`config.mk`:
```
export PLATFORM = sky130hd
export DESIGN_NAME = dunit_loader_stepper
export DESIGN_NICKNAME = d
export VERILOG_FILES = /design/src/rtl/dunit_loader_stepper.sv
export SDC_FILE = /design/constraint.sdc
export NUM_CORES = 1
export LEC_CHECK = 0
export CAP_MARGIN = 20
export CORE_AREA = 3 3 110 154
export CTS_CLUSTER_DIAMETER = 100
export DETAILED_ROUTE_END_ITERATION = 10
export DIE_AREA = 0 0 113 157
export GPL_ROUTABILITY_DRIVEN = 0
export GPL_TIMING_DRIVEN = 1
export HOLD_SLACK_MARGIN = 0.06
export PLACE_DENSITY = 0.8
export REMOVE_ABC_BUFFERS = 1
export SLEW_MARGIN = 10
export SYNTH_ARGS = -nofsm -noshare
export SYNTH_HDL_FRONTEND = slang
export SYNTH_SLANG_ARGS = --single-unit
```
`constraint.sdc`:
```
create_clock -name i_clk -period 8.91 [get_ports i_clk]
set_input_delay 1.782 -clock i_clk [delete_from_list [all_inputs] [get_ports i_clk]]
set_output_delay 1.782 -clock i_clk [all_outputs]
set_load 0.005 [all_outputs]
```
`src/rtl/dunit_loader_stepper.sv`:
```
// Byte-command debug controller for the pipeline's debug-unit port.
// It loads instruction memory from a host byte stream and runs the pipeline
// by single step, N steps, run-to-halt, or PC reset. It also counts gated cycles.
module dunit_loader_stepper #(
    parameter int unsigned NB_REG     = 32,
    parameter int unsigned NB_BYTE    = 8,
    parameter int unsigned IMEM_DEPTH = 256,
    parameter int unsigned NB_STEP    = 16,
    parameter int unsigned NB_CYC     = 32
) (
    input  logic               i_clk,
    input  logic               i_reset,
    input  logic [NB_BYTE-1:0] i_rx_data,
    input  logic               i_rx_valid,
    output logic               o_rx_ready,
    input  logic               i_halt,
    output logic               o_dunit_clk_en,
    output logic               o_dunit_reset_pc,
    output logic               o_dunit_w_mem,
    output logic [NB_REG-1:0]  o_dunit_addr,
    output logic [NB_REG-1:0]  o_dunit_data_if,
    output logic [NB_CYC-1:0]  o_cycle_count,
    output logic               o_busy,
    output logic               o_done,
    output logic               o_err
);

    // Counts arrive as two host bytes, low byte first.
    localparam int unsigned NbCnt        = 2 * NB_BYTE;
    localparam int unsigned BytesPerWord = NB_REG / NB_BYTE;
    localparam int unsigned SelW         = $clog2(BytesPerWord);
    localparam logic [NbCnt:0]  MaxWords = (NbCnt + 1)'(IMEM_DEPTH);
    localparam logic [SelW-1:0] LastSel  = SelW'(BytesPerWord - 1);

    localparam logic [NB_BYTE-1:0] CmdLoad  = NB_BYTE'(8'h4C);
    localparam logic [NB_BYTE-1:0] CmdStep  = NB_BYTE'(8'h53);
    localparam logic [NB_BYTE-1:0] CmdNStep = NB_BYTE'(8'h4E);
    localparam logic [NB_BYTE-1:0] CmdRun   = NB_BYTE'(8'h43);
    localparam logic [NB_BYTE-1:0] CmdRstPc = NB_BYTE'(8'h52);
    localparam logic [NB_BYTE-1:0] CmdAbort = NB_BYTE'(8'h58);

    typedef enum logic [3:0] {
        StIdle,
        StLdCnt0,
        StLdCnt1,
        StLdByte,
        StLdWrite,
        StStCnt0,
        StStCnt1,
        StStep,
        StRun,
        StRstPc,
        StFin
    } state_e;

    state_e              state_q, state_d;
    logic [NB_BYTE-1:0]  cnt_lo_q, cnt_lo_d;
    logic [NbCnt-1:0]    count_q, count_d;
    logic [NbCnt-1:0]    idx_q, idx_d;
    logic [SelW-1:0]     sel_q, sel_d;
    logic [NB_REG-1:0]   word_q, word_d;
    logic [NB_REG-1:0]   addr_q, addr_d;
    logic [NB_REG-1:0]   data_q, data_d;
    logic [NB_STEP-1:0]  rem_q, rem_d;
    logic [NB_CYC-1:0]   cyc_q, cyc_d;
    logic                err_q, err_d;

    logic                rx_ready;
    logic                clk_en;
    logic                accept;
    logic [NbCnt-1:0]    cnt_word;
    logic [NB_REG-1:0]   word_shift;

    assign accept     = i_rx_valid & rx_ready;
    assign cnt_word   = {i_rx_data, cnt_lo_q};
    // Shift in from the top so the first byte of a word ends up in bits [7:0].
    assign word_shift = {i_rx_data, word_q[NB_REG-1:NB_BYTE]};

    // State-decoded outputs and the pipeline clock enable.
    always_comb begin
        rx_ready         = 1'b0;
        clk_en           = 1'b0;
        o_dunit_w_mem    = 1'b0;
        o_dunit_reset_pc = 1'b0;
        o_done           = 1'b0;
        case (state_q)
            StIdle, StLdCnt0, StLdCnt1, StLdByte, StStCnt0, StStCnt1: rx_ready = 1'b1;
            StRun: begin
                rx_ready = 1'b1;
                clk_en   = ~i_halt;
            end
            StStep:    clk_en           = (rem_q != '0) & ~i_halt;
            StLdWrite: o_dunit_w_mem    = 1'b1;
            StRstPc:   o_dunit_reset_pc = 1'b1;
            StFin:     o_done           = 1'b1;
            default: ;
        endcase
    end

    // Command decode, load/step sequencing and the saturating cycle counter.
    always_comb begin
        state_d  = state_q;
        cnt_lo_d = cnt_lo_q;
        count_d  = count_q;
        idx_d    = idx_q;
        sel_d    = sel_q;
        word_d   = word_q;
        addr_d   = addr_q;
        data_d   = data_q;
        rem_d    = rem_q;
        cyc_d    = cyc_q;
        err_d    = 1'b0;

        if (clk_en && (cyc_q != '1)) begin
            cyc_d = cyc_q + NB_CYC'(1);
        end

        case (state_q)
            StIdle: begin
                if (accept) begin
                    case (i_rx_data)
                        CmdLoad:  state_d = StLdCnt0;
                        CmdNStep: state_d = StStCnt0;
                        CmdRun:   state_d = StRun;
                        CmdRstPc: state_d = StRstPc;
                        CmdStep: begin
                            state_d = StStep;
                            rem_d   = NB_STEP'(1);
                        end
                        default:  err_d = 1'b1;
                    endcase
                end
            end
            StLdCnt0, StStCnt0: begin
                if (accept) begin
                    cnt_lo_d = i_rx_data;
                    state_d  = (state_q == StLdCnt0) ? StLdCnt1 : StStCnt1;
                end
            end
            StLdCnt1: begin
                if (accept) begin
                    if (cnt_word == '0) begin
                        state_d = StFin;
                    end else if ({1'b0, cnt_word} > MaxWords) begin
                        err_d   = 1'b1;
                        state_d = StIdle;
                    end else begin
                        count_d = cnt_word;
                        idx_d   = '0;
                        sel_d   = '0;
                        word_d  = '0;
                        state_d = StLdByte;
                    end
                end
            end
            StLdByte: begin
                if (accept) begin
                    word_d = word_shift;
                    if (sel_q == LastSel) begin
                        sel_d   = '0;
                        data_d  = word_shift;
                        addr_d  = NB_REG'(idx_q) << SelW;
                        state_d = StLdWrite;
                    end else begin
                        sel_d = sel_q + SelW'(1);
                    end
                end
            end
            StLdWrite: begin
                idx_d   = idx_q + NbCnt'(1);
                state_d = (idx_q == count_q - NbCnt'(1)) ? StFin : StLdByte;
            end
            StStCnt1: begin
                if (accept) begin
                    if (cnt_word == '0) begin
                        state_d = StFin;
                    end else begin
                        rem_d   = NB_STEP'(cnt_word);
                        state_d = StStep;
                    end
                end
            end
            StStep: begin
                if (clk_en) begin
                    rem_d = rem_q - NB_STEP'(1);
                end
                if (i_halt || (rem_q == '0) || (clk_en && (rem_q == NB_STEP'(1)))) begin
                    state_d = StFin;
                end
            end
            StRun: begin
                // The cycle that accepts the abort byte still runs; enable drops after.
                if (i_halt || (accept && (i_rx_data == CmdAbort))) begin
                    state_d = StFin;
                end
            end
            StRstPc: begin
                cyc_d   = '0;
                state_d = StFin;
            end
            StFin:   state_d = StIdle;
            default: state_d = StIdle;
        endcase
    end

    // State and datapath registers.
    always_ff @(posedge i_clk or posedge i_reset) begin
        if (i_reset) begin
            state_q  <= StIdle;
            cnt_lo_q <= '0;
            count_q  <= '0;
            idx_q    <= '0;
            sel_q    <= '0;
            word_q   <= '0;
            addr_q   <= '0;
            data_q   <= '0;
            rem_q    <= '0;
            cyc_q    <= '0;
            err_q    <= 1'b0;
        end else begin
            state_q  <= state_d;
            cnt_lo_q <= cnt_lo_d;
            count_q  <= count_d;
            idx_q    <= idx_d;
            sel_q    <= sel_d;
            word_q   <= word_d;
            addr_q   <= addr_d;
            data_q   <= data_d;
            rem_q    <= rem_d;
            cyc_q    <= cyc_d;
            err_q    <= err_d;
        end
    end

    assign o_rx_ready      = rx_ready;
    assign o_dunit_clk_en  = clk_en;
    assign o_dunit_addr    = addr_q;
    assign o_dunit_data_if = data_q;
    assign o_cycle_count   = cyc_q;
    assign o_busy          = (state_q != StIdle);
    assign o_err           = err_q;

endmodule

```
Word-level counts from Yosys, hierarchy flattened. Index checks and enable logic that the tools add are counted.

Register bits after elaboration: 175. Input bits: 12. Word-level logic and storage cells: 130. Output and inout port bits: 103.

Bitwise logic cells: 5. Muxes and demuxes: 49. Magnitude comparators: 1. Reductions and logical operators: 25. Add/subtract/negate cells: 5. Equal/unequal tests: 34.

Operator list (number): 32-bit two-way mux (6); 16-bit two-way mux (8); 32-bit case mux with 2 select lines (1); 8-bit by 7-bit == test with 1-bit output (second input constant) (6); 16-bit case mux with 3 select lines (1); 4-bit two-way mux (11); 4-bit case mux with 9 select lines (1); 32-bit by 1-bit adder with 32-bit output (second input constant) (1); 16-bit logical NOT (2); 32-bit != test (second input constant) (1); 16-bit case mux with 2 select lines (1); 16-bit by 1-bit subtractor with 16-bit output (second input constant) (2); 2-bit != test (second input constant) (12); 4-bit case mux with 5 select lines (1); 16-bit by 1-bit adder with 16-bit output (second input constant) (1); 16-bit by 1-bit == test with 1-bit output (second input constant) (1); 16-bit == test (1); 4-bit by 3-bit == test with 1-bit output (second input constant) (4); 16-bit by 9-bit greater-than comparator with 1-bit output (second input constant) (1); 16-bit nonzero test (1); 4-bit == test (second input constant) (3); 2-bit two-way mux (6); 1-bit two-way mux (9); 9-bit AND reduction (1); other kinds (25) (37).

Depth between registers and ports, before layout.
Depth after elaboration: 8. Gate-level depth with buffers: 9. Mapped depth without buffers: 8.

Least setup slack after synthesis. No wires, ideal clock.

Kind: input to output. Start: input port i_halt. End: output port o_dunit_clk_en. Data required time: 7.128 ns. Buffers on the path: 1. Data arrival time: 2.545 ns. Stages: 3. Slack: 4.583 ns. Path through: a211oi_4 -> clkbuf_1 -> or2_2.

Longest elaborated chain between the ends: 3.

RTL lines: start: declaration (line 16) `input logic i_halt,`; 1-bit NOT * (line 90, 92); 1-bit bitwise AND (line 92) `StStep: clk_en = (rem_q != '0) & ~i_halt;`; 1-bit case mux with 2 select lines * (line 86) `case (state_q)`; end: declaration (line 17) `output logic o_dunit_clk_en,`.

Every way passes the cells marked *; elsewhere a longest branch is shown, timed or not.

Final worst setup path. Ends and elaborated chain as after synthesis.

==> impl_metrics.ini <==
[setup_path]
cpMostUsedCell = clkdlybuf4s50_1
crit_chain = clkdlybuf4s50_1 -> a211oi_4 -> or2_2 -> clkdlybuf4s50_1
setup.reg_to_reg.worst_slack_ns = 5.35
worst_r2r_endpoint = o_cycle_count[25]
cpLargestDelayFamily = buffers and inverters
setup.worst_path.class = in -> out
critPathBufInv = 2
critical_path_required_ns = 7.13
timing.critical_path.slowest_cell_delay_ns = 0.62
timing.critical_path.fanout_max = 16
max_stage_delay_cell_worst_path = a211oi_4
crit_path_start_kind = input pin
cp-end-kind = output port
worst_r2r_path_depth = 7
r2r_start = state_q[3]
critical_path_at_ns = 3.65

[global_routing]
grt_usage = 0.2328
antenna_found_initial = 0
grt_pass1_wl_mm = 33.90
grt_pass1_vias = 6901
residual_overflow_from_global_routing = 0
grt_start_max_net_pins = 95

[floorplanning]
floorplan.die_area_um2 = 17740
core_area_um2 = 15680
dieWidth_um = 113
fp-row-count = 54
initial_utilization = 0.5584
boundaryPins = 115
chipHeight_um = 157

[sta]
max_slew_margin = 0.3499
unrepaired_setup_endpoints_after_global_routing = no
finalWorstPathRequiredPeriod_ns = 5.430
fmax_mhz = 184.2
worst_slew_pin_slew_ns = 0.9751
final_min_period_over_clock_period = 0.6094
timing_max_transition_violations_final = 0
timing_hold_violations_final = 0
setup_viol_count_final = 0
worst_hold_slack_ns = 0.4737
tns_ns = 0
clock_skew_ns = 0.01137

[final_layout]
fin_nets = 963
area_delta_synth_final_pct = 17.41
drive_above_1_share = 0.1358
num_antenna_cells = 0

[synth]
largest_family_of_logic_cells_by_synthesized_area = simple AND/OR/NAND/NOR gates
postSynthRegisterBits = 167
synth_simple_gate_area_share = 0.2065
dominantRegCellSynth = dfrtp_1
syn_inst_count = 874
synth-compound-area-share = 0.1325
synth_adder_area_share = 0.01001
synthesis.area_um2 = 8753
synth.area.mux_share = 0.08591
synth_seq_area_share = 0.4774
number_of_enable_type_register_cells_in_the_synthesized_netlist = 0
yosys.cell_types.count = 75
async_reset_ff_frac = 1.000
synthesis.yosys.warnings = 0
post_synth_xor_area_fraction = 0.03302
synth_area_per_cell_um2 = 10.02

[cts]
cts_resized = 0
cts.path.max_buffers = 2
cts-buffers-inserted = 17
postCtsSetupRepairBufs = 0
worst_skew_pair.late_latency_ns = 0.44
postCtsHoldBufs = 0
cts_sinks = 167
tritoncts = yes
clk_root_buffer_cell = clkbuf_16
clk_pin_slew_ns = 0.07
htree_levels = 4

[detailed_routing]
drt-total-wl_mm = 20.42
detailedRoute.firstIterationViolations = 666
post_drt_via_cell_ratio = 6.116
ant_nets = 0
remaining_drc_errors = 0
vias = 7052
first_pass_iters = 7
route.detailed.wl_per_inst_um = 17.71

[hold_path]
worstHoldPathCells = 2
worstHoldPathType = reg -> reg
beginning_of_the_worst_hold_path = word_q[11]
holdPathEnd = word_q[11]

[pwr]
pwr_density_cell_nw_per_um2 = 241.1
total_power_uw = 2477
static-leakage-power_uw = 0.004451
vdd_ir_drop_max_uv = 157.7

[run_status]
status = finished, final reports clean

[run]
maxCapViolations = 0

[placed_design]
place_hpwl_mm = 13.35
place.port_buffers = 98
-- metal layers --
metal,wire length (um),global-route usage,vias up
met4,312,0.08362,0
met2,10570,0.3963,256
met5,0,0,-
met1,8361,0.2968,3494
met3,1181,0.04538,24
li1,-,-,3278
-- how the worst max path moves through the flow --
| stage | start | endpoint | slack, ns | cells after the start |
|---|---|---|---|---|
| after detailed placement | i_halt | o_dunit_clk_en | 3.51 | 4 |
| after global placement | i_halt | o_dunit_clk_en | 3.53 | 4 |
| final | i_halt | o_dunit_clk_en | 3.48 | 4 |
| after global routing | i_halt | o_dunit_clk_en | 3.40 | 4 |
| after CTS | i_halt | o_dunit_clk_en | 3.51 | 4 |
| after floorplan | i_reset | cnt_lo_q[0] | 2.61 | 1 |
-- state kept, by name, summed over array words and instances (netlist names) --
name	cells
o_err	1
word_q	24
count_q	16
idx_q	16
o_cycle_count	32
rem_q	16
sel_q	2
cnt_lo_q	8
o_dunit_data_if	32
o_dunit_addr	16
state_q	4
-- per-stage QoR --
step                        util  cell area (um2)  setup slack (ns)  cells
after floorplan                -             8407             2.610    822
after global placement    0.6173             9676             3.527   1120
after detailed placement  0.6173             9676             3.513   1120
after CTS                 0.6544            10260             3.507   1152
after global routing      0.6557            10280             3.403   1153
final                     0.6557            10280             3.480   1153
-- worst reg2reg max path, delay by kind of cell (launching register included) --
family | cells | cell delay (ns)
buf+inv | 1 | 0.23
flops | 1 | 0.53
compound gates | 3 | 1.28
simple gates | 3 | 1.44
-- logic make-up after synthesis --
kind of cell,Yosys count
AO/OA/AOI/OAI,177
multiplexers,67
XOR/XNOR,33
buffers and inverters,86
flip-flops,167
AND/OR/NAND/NOR,336
adder cells (fa/ha/maj),7
other,1
-- report_power, final --
group,switching (uW),total [uW],internal [uW]
clock network,340,738,398
logic,377,680,303
registers,176,1060,883
-- Yosys cell counts, types with 6 or more instances --
cell      number  share of area
a21oi_1       38          0.022
a22oi_1       11         0.0094
a31oi_1       11         0.0079
and3_1        14          0.010
and4_1         7         0.0070
buf_2         16         0.0091
buf_4         19          0.016
buf_6          8          0.010
clkbuf_1      23         0.0099
dfrtp_1      167           0.48
ha_1           7          0.010
inv_1         19         0.0081
mux2_2        65          0.084
nand2_1       95          0.041
nand3_1       47          0.027
nand4_1       18          0.013
nor2_1        51          0.022
nor2b_1       12         0.0086
nor3_1        12         0.0069
nor4_1         6         0.0043
o211ai_1       6         0.0051
o21ai_0       37          0.021
o21ai_1       22          0.013
o31ai_1       10         0.0086
or2_2          6         0.0043
or3_1         16          0.011
or4_1         17          0.015
xnor2_1       12          0.012
xor2_1        21          0.021
-- layout make-up --
cell class | count | area, um2
clock buffers | 18 | 429.2
flip-flops and latches | 167 | 4179
multi-input cells | 636 | 4164
repair buffers | 103 | 1031
inverters | 19 | 76.32
well taps | 196 | 245.2
fillers | 1243 | 5398
clock inverters | 14 | 152.6
-- placed cells by master (no fill, tap or decap), types with 5 or more instances in the layout --
cell             instances
o31ai_1                 10
and3_1                  14
inv_6                    5
mux2_2                  65
inv_1                   18
and2_1                   5
clkbuf_16               17
or2_2                    6
ha_1                     7
nor3_1                  12
nand4_1                 18
nor2_1                  50
and4_1                   7
a22oi_1                 11
conb_1                  16
xor2_1                  21
a31oi_1                 11
nor2b_1                 12
clkdlybuf4s50_1         98
o211ai_1                 6
o21ai_1                 22
nor4_1                   6
nand2_1                 95
inv_8                    5
dfrtp_1                167
o21ai_0                 37
or4_1                   17
xnor2_1                 12
a21oi_1                 38
or3_1                   16
nand3_1                 47
nand2b_1                 5
No activity file was read; power rests on OpenSTA's default activity.
